<file path="src/rtl/CPU_pkg.sv">
// CPU_pkg
// Purpose : shared constants and types for the platform interrupt controller.
//           Holds the register byte addresses, the source ID type and a helper
//           that maps a zero-based source index onto its PRIORITY register.
// Ports   : none (package).
// Config  : INT_CTRL_ADDR_EDGE_SEL is only decoded when INT_CTRL_EDGE_EN is defined.

package CPU_pkg;

  localparam logic [7:0] INT_CTRL_ADDR_PENDING   = 8'h00;
  localparam logic [7:0] INT_CTRL_ADDR_ENABLE    = 8'h04;
  localparam logic [7:0] INT_CTRL_ADDR_THRESHOLD = 8'h08;
  localparam logic [7:0] INT_CTRL_ADDR_CLAIM     = 8'h0C;
  localparam logic [7:0] INT_CTRL_ADDR_EDGE_SEL  = 8'h10;
  localparam logic [7:0] INT_CTRL_ADDR_PRIO_BASE = 8'h40;

  // Source IDs run 1..31; ID 0 means "no interrupt".
  typedef logic [4:0] int_id_t;

  // PRIORITY register address of zero-based source index idx (source ID idx+1).
  function automatic logic [7:0] int_ctrl_prio_addr(input int idx);
    return INT_CTRL_ADDR_PRIO_BASE + 8'(4 * idx);
  endfunction

endpackage

</file>
<file path="src/rtl/int_prio_arbiter.sv">
// int_prio_arbiter
// Purpose : combinational winner select for the interrupt controller.
//           Picks the highest-priority candidate; on equal priority the lowest
//           source ID wins.
// Ports   : candidate    in  N_SRC         sources eligible to interrupt
//           prio_flat    in  N_SRC*PRIO_W  priorities, source index i at [i*PRIO_W +: PRIO_W]
//           winner_id    out 5             winning source ID (0 when none)
//           winner_valid out 1             at least one candidate exists

module int_prio_arbiter
  import CPU_pkg::*;
#(
  parameter int N_SRC  = 16,
  parameter int PRIO_W = 3
) (
  input  logic [N_SRC-1:0]        candidate,
  input  logic [N_SRC*PRIO_W-1:0] prio_flat,
  output logic [4:0]              winner_id,
  output logic                    winner_valid
);

  logic [PRIO_W-1:0] best_prio;

  // Candidates always have priority >= 1 (they must exceed the threshold), so
  // starting from 0 with a strict compare keeps the lowest ID on ties.
  always_comb begin
    winner_id    = '0;
    best_prio    = '0;
    winner_valid = |candidate;
    for (int i = 0; i < N_SRC; i++) begin
      if (candidate[i] && (prio_flat[i*PRIO_W +: PRIO_W] > best_prio)) begin
        best_prio = prio_flat[i*PRIO_W +: PRIO_W];
        winner_id = int_id_t'(i + 1);
      end
    end
  end

endmodule

</file>
<file path="src/rtl/int_controller.sv">
// int_controller
// Purpose : platform interrupt controller. Gateways N_SRC external lines into
//           pending bits, arbitrates enabled pending sources above the global
//           threshold onto a single registered irq, and serves a claim/complete
//           register port with a valid/ready handshake (one-cycle latency).
// Ports   : clk        in  1      clock
//           reset_n    in  1      asynchronous reset, active low
//           irq_src    in  N_SRC  raw source lines, bit i = source ID i+1
//           valid_in   in  1      register request valid
//           ready_out  out 1      request accepted when valid_in && ready_out
//           valid_out  out 1      response valid
//           ready_in   in  1      response consumed when valid_out && ready_in
//           addr       in  8      byte address, bits [1:0] ignored
//           wena       in  1      1 = write, 0 = read
//           wdata      in  32     write data
//           rdata      out 32     read data, valid with valid_out
//           irq        out 1      interrupt request to the CSR file
// Config  : INT_CTRL_EDGE_EN adds EDGE_SEL at 0x10; selected sources pend on a
//           rising edge instead of a level. Without it 0x10 is unmapped.

module int_controller
  import CPU_pkg::*;
#(
  parameter int N_SRC  = 16,
  parameter int PRIO_W = 3
) (
  input  logic             clk,
  input  logic             reset_n,
  input  logic [N_SRC-1:0] irq_src,
  input  logic             valid_in,
  output logic             ready_out,
  output logic             valid_out,
  input  logic             ready_in,
  input  logic [7:0]       addr,
  input  logic             wena,
  input  logic [31:0]      wdata,
  output logic [31:0]      rdata,
  output logic             irq
);

  logic [N_SRC-1:0]  pending_q, pending_d;
  logic [N_SRC-1:0]  in_service_q, in_service_d;
  logic [N_SRC-1:0]  enable_q, enable_d;
  logic [PRIO_W-1:0] threshold_q, threshold_d;
  logic [PRIO_W-1:0] prio_q [N_SRC];
  logic [PRIO_W-1:0] prio_d [N_SRC];
  logic              valid_out_q, valid_out_d;
  logic [31:0]       rdata_q, rdata_d;
  logic              irq_q, irq_d;

  logic [N_SRC-1:0]        set_req;
  logic [N_SRC-1:0]        candidate;
  logic [N_SRC*PRIO_W-1:0] prio_flat;
  logic [4:0]              winner_id;
  logic                    winner_valid;
  logic [7:0]              addr_w;
  logic [31:0]             read_data;
  logic                    accept;
  logic                    unused_bits;

  assign unused_bits = ^{addr[1:0], wdata};
  assign addr_w      = {addr[7:2], 2'b00};
  assign ready_out   = !valid_out_q || ready_in;
  assign accept      = valid_in && ready_out;
  assign valid_out   = valid_out_q;
  assign rdata       = rdata_q;
  assign irq         = irq_q;

`ifdef INT_CTRL_EDGE_EN
  logic [N_SRC-1:0] edge_sel_q, edge_sel_d;
  logic [N_SRC-1:0] src_prev_q, src_prev_d;

  assign src_prev_d = irq_src;
  // Edge-selected sources request only on a 0->1 transition of the line.
  assign set_req = (edge_sel_q & irq_src & ~src_prev_q) | (~edge_sel_q & irq_src);

  always_ff @(posedge clk or negedge reset_n) begin
    if (!reset_n) begin
      edge_sel_q <= '0;
      src_prev_q <= '0;
    end else begin
      edge_sel_q <= edge_sel_d;
      src_prev_q <= src_prev_d;
    end
  end
`else
  assign set_req = irq_src;
`endif

  // Candidate sources and flattened priorities for the arbiter.
  always_comb begin
    candidate = '0;
    prio_flat = '0;
    for (int i = 0; i < N_SRC; i++) begin
      candidate[i] = pending_q[i] && enable_q[i] && (prio_q[i] > threshold_q);
      prio_flat[i*PRIO_W +: PRIO_W] = prio_q[i];
    end
  end

  int_prio_arbiter #(
    .N_SRC (N_SRC),
    .PRIO_W(PRIO_W)
  ) u_arbiter (
    .candidate   (candidate),
    .prio_flat   (prio_flat),
    .winner_id   (winner_id),
    .winner_valid(winner_valid)
  );

  // Read mux; unmapped addresses return 0.
  always_comb begin
    read_data = '0;
    if (addr_w == INT_CTRL_ADDR_PENDING) begin
      read_data[N_SRC-1:0] = pending_q;
    end else if (addr_w == INT_CTRL_ADDR_ENABLE) begin
      read_data[N_SRC-1:0] = enable_q;
    end else if (addr_w == INT_CTRL_ADDR_THRESHOLD) begin
      read_data[PRIO_W-1:0] = threshold_q;
    end else if (addr_w == INT_CTRL_ADDR_CLAIM) begin
      read_data[4:0] = winner_id;
`ifdef INT_CTRL_EDGE_EN
    end else if (addr_w == INT_CTRL_ADDR_EDGE_SEL) begin
      read_data[N_SRC-1:0] = edge_sel_q;
`endif
    end
    for (int i = 0; i < N_SRC; i++) begin
      if (addr_w == int_ctrl_prio_addr(i)) begin
        read_data[PRIO_W-1:0] = prio_q[i];
      end
    end
  end

  // Next-state logic. The gateway only sets bits whose pending is 0, and a
  // claim only clears the winner, whose pending is 1, so they never collide.
  // A complete clears in_service this cycle; the gateway sees the old
  // in_service, so a still-high level source re-pends one cycle later.
  always_comb begin
    pending_d    = pending_q | (set_req & ~pending_q & ~in_service_q);
    in_service_d = in_service_q;
    enable_d     = enable_q;
    threshold_d  = threshold_q;
    prio_d       = prio_q;
    valid_out_d  = valid_out_q;
    rdata_d      = rdata_q;
    irq_d        = winner_valid;
`ifdef INT_CTRL_EDGE_EN
    edge_sel_d   = edge_sel_q;
`endif

    if (valid_out_q && ready_in) begin
      valid_out_d = 1'b0;
    end

    if (accept) begin
      valid_out_d = 1'b1;
      rdata_d     = '0;
      if (wena) begin
        if (addr_w == INT_CTRL_ADDR_ENABLE) begin
          enable_d = wdata[N_SRC-1:0];
        end else if (addr_w == INT_CTRL_ADDR_THRESHOLD) begin
          threshold_d = wdata[PRIO_W-1:0];
        end else if (addr_w == INT_CTRL_ADDR_CLAIM) begin
          for (int i = 0; i < N_SRC; i++) begin
            if ((wdata[4:0] == int_id_t'(i + 1)) && in_service_q[i]) begin
              in_service_d[i] = 1'b0;
            end
          end
`ifdef INT_CTRL_EDGE_EN
        end else if (addr_w == INT_CTRL_ADDR_EDGE_SEL) begin
          edge_sel_d = wdata[N_SRC-1:0];
`endif
        end
        for (int i = 0; i < N_SRC; i++) begin
          if (addr_w == int_ctrl_prio_addr(i)) begin
            prio_d[i] = wdata[PRIO_W-1:0];
          end
        end
      end else begin
        rdata_d = read_data;
        if (addr_w == INT_CTRL_ADDR_CLAIM) begin
          for (int i = 0; i < N_SRC; i++) begin
            if (winner_valid && (winner_id == int_id_t'(i + 1))) begin
              pending_d[i]    = 1'b0;
              in_service_d[i] = 1'b1;
            end
          end
        end
      end
    end
  end

  // State registers; reset drops any response in flight.
  always_ff @(posedge clk or negedge reset_n) begin
    if (!reset_n) begin
      pending_q    <= '0;
      in_service_q <= '0;
      enable_q     <= '0;
      threshold_q  <= '0;
      for (int i = 0; i < N_SRC; i++) begin
        prio_q[i] <= '0;
      end
      valid_out_q  <= 1'b0;
      rdata_q      <= '0;
      irq_q        <= 1'b0;
    end else begin
      pending_q    <= pending_d;
      in_service_q <= in_service_d;
      enable_q     <= enable_d;
      threshold_q  <= threshold_d;
      prio_q       <= prio_d;
      valid_out_q  <= valid_out_d;
      rdata_q      <= rdata_d;
      irq_q        <= irq_d;
    end
  end

endmodule

</file>
<file path="config.mk">
export PLATFORM = sky130hd
export DESIGN_NAME = int_controller
export DESIGN_NICKNAME = d
export VERILOG_FILES = /design/src/rtl/CPU_pkg.sv /design/src/rtl/int_prio_arbiter.sv /design/src/rtl/int_controller.sv
export SDC_FILE = /design/constraint.sdc
export NUM_CORES = 1
export LEC_CHECK = 0
export ABC_AREA = 0
export BUFFER_PORTS_ARGS = -buffer_cell sky130_fd_sc_hd__buf_2
export CAP_MARGIN = 15
export CORE_UTILIZATION = 38
export DETAILED_ROUTE_END_ITERATION = 10
export HOLD_SLACK_MARGIN = 0.12
export PLACE_DENSITY = 0.6
export SYNTH_ARGS = -nofsm -noshare
export SYNTH_HDL_FRONTEND = slang
export SYNTH_SLANG_ARGS = --single-unit
</file>
<file path="constraint.sdc">
create_clock -name clk -period 24.2 [get_ports clk]
set_clock_uncertainty 0.05 [all_clocks]
set_input_delay 2.42 -clock clk [delete_from_list [all_inputs] [get_ports clk]]
set_output_delay 2.42 -clock clk [all_outputs]
set_load 0.1 [all_outputs]
</file>
* Word-level counts from Yosys, hierarchy flattened
Index checks and enable logic that the tools add are counted.
** Storage, ports and cells
- Flip-flop bits (word level) :: 133
- Latch bits :: 0
- Bits in writable memories :: 0
- Bits in read-only memories :: 0
- Bits of input ports :: 61
- Output and inout port bits :: 35
- Memories kept :: 0
** Operators by class
- Add/subtract/negate cells :: 0
- Multiply operators :: 0
- Div/mod/pow operators :: 0
- Order comparisons :: 32
- Equal/unequal tests :: 69
- Shifts and indexed selects :: 0
- Mux-type cells :: 112
- Bitwise logic cells :: 6
- Reduce and logical (&&, ||, !) cells :: 139
** Operator list (count)
- 16-bit two-way mux :: 10
- 7-bit AND reduction :: 16
- 3-bit two-way mux :: 36
- 6-bit by 5-bit == test with 1-bit output, second input constant :: 16
- 3-bit > comparator :: 31
- 1-bit logical AND :: 82
- 5-bit by 4-bit == test with 1-bit output, second input constant :: 16
- 1-bit two-way mux :: 51
- 3-bit AND reduction :: 17
- 5-bit by 3-bit == test with 1-bit output, second input constant :: 8
- 2-bit nonzero test :: 18
- 16-bit AND :: 2
- 4-bit two-way mux :: 8
- 2-bit by 1-bit != test with 1-bit output, second input constant :: 16
- 16-bit NOT :: 2
- 5-bit by 2-bit == test with 1-bit output, second input constant :: 4
- 16-bit bitwise OR :: 1
- 16-bit OR reduction :: 1
- 5-bit two-way mux :: 3
- 6-bit by 2-bit == test with 1-bit output, second input constant :: 2
- 11-bit two-way mux :: 1
- 5-bit by 1-bit == test with 1-bit output, second input constant :: 2
- 5-bit == test, second input constant :: 2
- 8-bit zero test :: 1
- other kinds (9) :: 12

* Logic depth before layout (Yosys ltp)
- Depth after elaboration :: 70
- Depth in mapped cells :: 113
- Gate-level depth less buffers :: 112

* Modules after synthesis
A second synthesis with hierarchy kept.
** Unflattened totals
- Cells, all modules :: 1074
- Area, all modules :: 9439.1 sq um
** By module, submodules not included
- int_controller :: instances 1, cells each 721, area each 7098.1 sq um, seq. area each 2927.8 sq um
- int_prio_arbiter :: instances 1, cells each 353, area each 2341.0 sq um, seq. area each 0.0 sq um

* Least setup slack after synthesis
No wires, ideal clock.
- Kind :: register to register
- Start :: reg threshold_q[1]
- End :: reg in_service_q[6]
- Library setup time :: 0.131 ns
- Arrival :: 20.147 ns
- Required time :: 24.019 ns
- Slack :: 3.873 ns
- Stages on the path, launching flop included :: 105
- Path buffers :: 1
- Period minus slack after synthesis :: 20.327 ns
- Cell sequence :: dfrtp_1 > inv_1 > ha_1 > nor2b_1 > o311a_1 > nand3_1 > ha_1 > a21oi_1 > o21ai_0 > nand4_2 > mux2i_1 > inv_1 > ha_1 > nand2_1 > o21ai_0 > nand3_1 > mux2_2 > inv_1 > [69 not listed] > a31oi_4 > a211oi_1 > a21o_1 > ha_1 > inv_1 > a21o_1 > a21oi_1 > a311o_1 > buf_1 > mux2_2 > ha_1 > a21o_1 > a21oi_1 > a311oi_1 > nor4b_1 > and3_1 > nor3b_2 > a2bb2oi_1
** Between the ends
- Longest elaborated chain between the ends :: 53
- Elaborated cells between the ends (all ways) :: 99
- Those cells by class :: order compare: 31; eq/ne: 1; mux: 31; reduce/logical: 36
** RTL lines
- from (decl) :: RTL line int_controller.sv:44 : logic [PRIO_W-1:0] threshold_q, threshold_d;
- from (signal assigned) :: RTL line int_controller.sv:209 : threshold_q <= threshold_d;
- 3-bit > comparator :: RTL line int_controller.sv:95 : candidate[i] = pending_q[i] && enable_q[i] && (prio_q[i] > threshold_q);
- 1-bit logical AND :: RTL line int_controller.sv:95
- 1-bit logical AND :: RTL line int_prio_arbiter.sv:31 : if (candidate[i] && (prio_flat[i*PRIO_W +: PRIO_W] > best_prio)) begin
- 3-bit two-way mux :: RTL line int_prio_arbiter.sv:31
- 3-bit > comparator :: RTL line int_prio_arbiter.sv:31
- 1-bit logical AND :: RTL line int_prio_arbiter.sv:31
- 3-bit two-way mux :: RTL line int_prio_arbiter.sv:31
- 3-bit > comparator :: RTL line int_prio_arbiter.sv:31
- [37 not listed]
- 3-bit two-way mux :: RTL line int_prio_arbiter.sv:31
- 3-bit > comparator :: RTL line int_prio_arbiter.sv:31
- 1-bit logical AND :: RTL line int_prio_arbiter.sv:31
- 5-bit two-way mux :: RTL line int_prio_arbiter.sv:31
- 5-bit by 3-bit == test with 1-bit output :: RTL line int_controller.sv:182 : if (winner_valid && (winner_id == int_id_t'(i + 1))) begin
- 1-bit logical AND * :: RTL line int_controller.sv:182
- 2-bit nonzero test (no line) *
- 7-bit AND reduction (no line) *
- to (signal assigned) :: RTL line int_controller.sv:207 : in_service_q <= in_service_d;
- to (decl) :: RTL line int_controller.sv:42 : logic [N_SRC-1:0] in_service_q, in_service_d;
Mark *: on every way between the ends. The rest lies on a longest branch, timed or not.
A chain may end at the register's enable or synchronous reset.

* Worst setup path in the final report
- Start :: reg prio_q (netlist bit prio_flat[1])
- End :: reg in_service_q[12]
** Between the ends
- Longest elaborated chain between the ends :: 53
- Elaborated cells between the ends (all ways) :: 70
- Those cells by class :: order compare: 17; eq/ne: 1; mux: 31; reduce/logical: 21
** RTL lines
- from (decl) :: RTL line int_controller.sv:45 : logic [PRIO_W-1:0] prio_q [N_SRC];
- from (signal assigned) :: RTL line int_controller.sv:210 : prio_q <= prio_d;
- 3-bit > comparator :: RTL line int_controller.sv:95
- 1-bit logical AND :: RTL line int_controller.sv:95
- 1-bit logical AND :: RTL line int_prio_arbiter.sv:31
- 3-bit two-way mux :: RTL line int_prio_arbiter.sv:31
- 3-bit > comparator :: RTL line int_prio_arbiter.sv:31
- 1-bit logical AND :: RTL line int_prio_arbiter.sv:31
- 3-bit two-way mux :: RTL line int_prio_arbiter.sv:31
- 3-bit > comparator :: RTL line int_prio_arbiter.sv:31
- [37 not listed]
- 3-bit two-way mux :: RTL line int_prio_arbiter.sv:31
- 3-bit > comparator :: RTL line int_prio_arbiter.sv:31
- 1-bit logical AND :: RTL line int_prio_arbiter.sv:31
- 5-bit two-way mux :: RTL line int_prio_arbiter.sv:31
- 5-bit by 4-bit == test with 1-bit output :: RTL line int_controller.sv:182
- 1-bit logical AND * :: RTL line int_controller.sv:182
- 2-bit nonzero test (no line) *
- 7-bit AND reduction (no line) *
Marked as above.

==> metrics.txt <==
RSZ-0062 raised after global routing no; Syn Area/Cell about 8.8 um^2; Buf/Inv on CP 6; Synth Cell Area just under 0.009 mm^2; Final Hold Slack 0.430 ns; gr ovfl total 0; crit path to in_service_q[12]$_DFFE_PN0P_; Setup WS post-layout 1.74 ns; Sequential Power Share 0.363; detailed placer's ending HPWL roughly 22,000 um; final worst-path cycle share 0.928; vias in the first global route 7,984; Worst path depth approximately 100; io pins between 90 and 100; area grow syn2layout 13.2%; R2R Setup Slk about 1.7 ns; post-CTS resize count 0; setup bufs post-CTS 0; H-tree depth 4; Post-Route WL 28,400 um; max cap viols 0; clk slew on worst S/H paths ~0.06 ns; min Tclk post-route 22.46 ns; setup tns final 0 ns; leakage power 4.62 nW; chip height around 160 um; DR vias between 8,000 and 9,000; critical path class flop to flop; number of synthesized flops with an enable pin 0; TritonCTS sink count ~120; Clock Tree Buf Depth 2; n_diodes 0; clk_lat worst skew about 0.44 ns; global-route wire length before repair roughly 45,000 um; FMAX 44.5 MHz; P_sw between 0.2 and 0.25 mW; final number of setup-violating endpoints 0; Post-synth top flop dfrtp_1; hold wc startpoint rdata[14]$_DFFE_PN0P_; GRT Total Usage 0.242; Max VDD drop roughly 47 uV; share of layout cells above drive strength 1 0.177; register area share after synthesis 0.328; critical path launch point prio_flat[1]$_DFFE_PN0P_; CTS Hold Buffers Added 0; Reg2Reg Depth about 100; CP top delay family compound AO/OA/AOI/OAI gates; Setup WS pre-CTS between 1.5 and 2 ns; Pre-antenna DRT Iters 5; final max-slew violation count 0; Int Pwr around 0.40 mW; root buffer cell clkbuf_16; synthesis-stage register bit count 117; antenna viol nets, final 0; Design Power just over 0.6 mW; reg2reg end in_service_q[12]$_DFFE_PN0P_; design area approximately 0.01 mm^2; Post-DP Area between 0.009 and 0.01 mm^2; CP endpoint kind flop; largest stage delay on the critical path 0.45 ns; status finished clean; Gate power share 0.227; number of cell rows 55; wire length per cell ~20 um; post-synthesis cell type count 95; area leader, netlist dfrtp_1; TritonCTS buffer count 17; die area 0.0241 mm^2; Yosys top cell area share 0.328; gp weighted congestion 0.889; CTS tree yes; vias per std cell 5.80; CP max stage cell dfrtp_1; Slew @ Worst Pin roughly 1.1 ns; largest net degree at the start of global routing between 60 and 70; Synth async-reset ratio 1.00; DRC errors left 0; hold crit path type flop to flop; Yosys warning count 0; ranking of synthesized cells by area dfrtp_1, ha_1, mux2_2; core area 0.0228 mm^2; port bufs 61; starting DRC count in detailed routing 499; synthesized instance count slightly above 1,000; worst endpoint required time roughly 25 ns; Startpoint Class flop; initial antenna violation count 0; CP most frequent cell ha_1; Clk pwr share 0.410; Sw Ratio 0.350; starting density of the core 0.391; PD cells between 60 and 70 mW/mm^2; final hold viol count 0; Max FO, Critical Path 9; FF-to-FF Start prio_flat[1]$_DFFE_PN0P_; Die Wd 155 um; fin nets about 1,200; WP data arrival 22.77 ns; Slew HR 0.255
## cells in the mapped netlist (4+ instances only)
cell	count
a211oi_1	5
a21o_1	11
a21oi_1	65
a221oi_1	7
a22o_1	4
a22oi_1	22
a2bb2oi_1	5
a311oi_1	7
a31oi_1	10
and2_1	10
and3_1	9
buf_1	4
buf_4	16
clkbuf_1	20
dfrtp_1	117
ha_1	72
inv_1	66
maj3_1	7
mux2_2	46
mux2i_1	4
nand2_1	115
nand2b_1	8
nand3_1	43
nand4_1	6
nor2_1	81
nor2b_1	16
nor3_1	21
nor4_1	4
o2111ai_1	7
o211ai_1	7
o21a_1	10
o21ai_0	65
o21ai_1	5
o21ai_2	4
o221ai_1	4
o311a_1	6
o31a_1	5
o31ai_1	4
## sequential cells by signal (all words and copies together), names as in the netlist
signal and count:
pending_q 16, in_service_q 16, threshold_q 3, valid_out 1, prio_flat 48, rdata 16
enable_q 16, irq 1
## power groups by stage
stage	Sequential, mW	Clock [mW]	Combinational, mW
global placement	0.224	0	0.133
CTS	0.221	0.251	0.137
finish	0.221	0.250	0.138
floorplan	0.226	0	0.0959
global route	0.222	0.259	0.153
detailed placement	0.224	0	0.136
## metrics by stage
step | std cells | utilization
finish | 1402 | 0.443
global route | 1402 | 0.443
CTS | 1402 | 0.442
detailed placement | 1370 | 0.417
global placement | 1370 | 0.417
floorplan | 1030 | -
## metal layers
metal | wire length [um] | share of wire | track usage
met4 | 729 | 0.026 | 0.0934
met3 | 1170 | 0.041 | 0.0337
met5 | 0 | 0 | 0
met1 | 13400 | 0.47 | 0.323
met2 | 13100 | 0.46 | 0.396
## kinds of logic after synthesis
logic type      after synthesis  share of synthesized area
compound gates              310                      0.252
fa+ha+maj                    79                      0.109
buf+inv                     108                     0.0538
flops                       117                      0.328
mux                          50                     0.0625
other cells                   1                   0.000420
simple gates                350                      0.195
## final cells by class
cell class,count,area (um^2)
multi-input combinational,805,5610
timing repair buffer,69,368
clock inverter,15,148
fill,2285,12700
sequential,117,2930
inverter,66,248
tap,313,392
clock buffer,17,425
## worst min-delay path by stage
stage                                  end  cells past startpoint
2_1_floorplan  in_service_q[0]$_DFFE_PN0P_                      1
3_3_place_gp         rdata[11]$_DFFE_PN0P_                      2
3_5_place_dp         rdata[14]$_DFFE_PN0P_                      2
4_1_cts              rdata[14]$_DFFE_PN0P_                      2
5_1_grt              rdata[14]$_DFFE_PN0P_                      2
6_report             rdata[14]$_DFFE_PN0P_                      2
## placed cells by master (no fill, tap or decap), types with 5 or more instances in the layout
master	n
inv_1	66
ha_1	72
a31oi_1	10
nand2b_1	8
o21ai_0	65
o31a_1	5
o311a_1	6
o211ai_1	7
a311oi_1	7
nor3_1	20
nor2b_1	16
conb_1	16
nand4_1	6
a21oi_1	65
a221oi_1	7
nor2_1	81
nand2_1	115
o2111ai_1	7
mux2_2	46
and3_1	9
nand3_1	43
dfrtp_1	117
inv_6	5
clkbuf_16	17
a22oi_1	22
buf_2	60
maj3_1	7
buf_4	9
a21o_1	11
o21ai_1	5
o21a_1	10
a2bb2oi_1	5
and2_1	10
## worst reg2reg max path: cells and delay by family (launching register included)
family,cells,cell delay (ns)
mux,7,2.44
flops,1,0.45
buf+inv,6,0.66
fa+ha+maj,21,6.14
simple gates,31,4.92
compound gates,39,7.69
(Power assumes the default switching activity.)
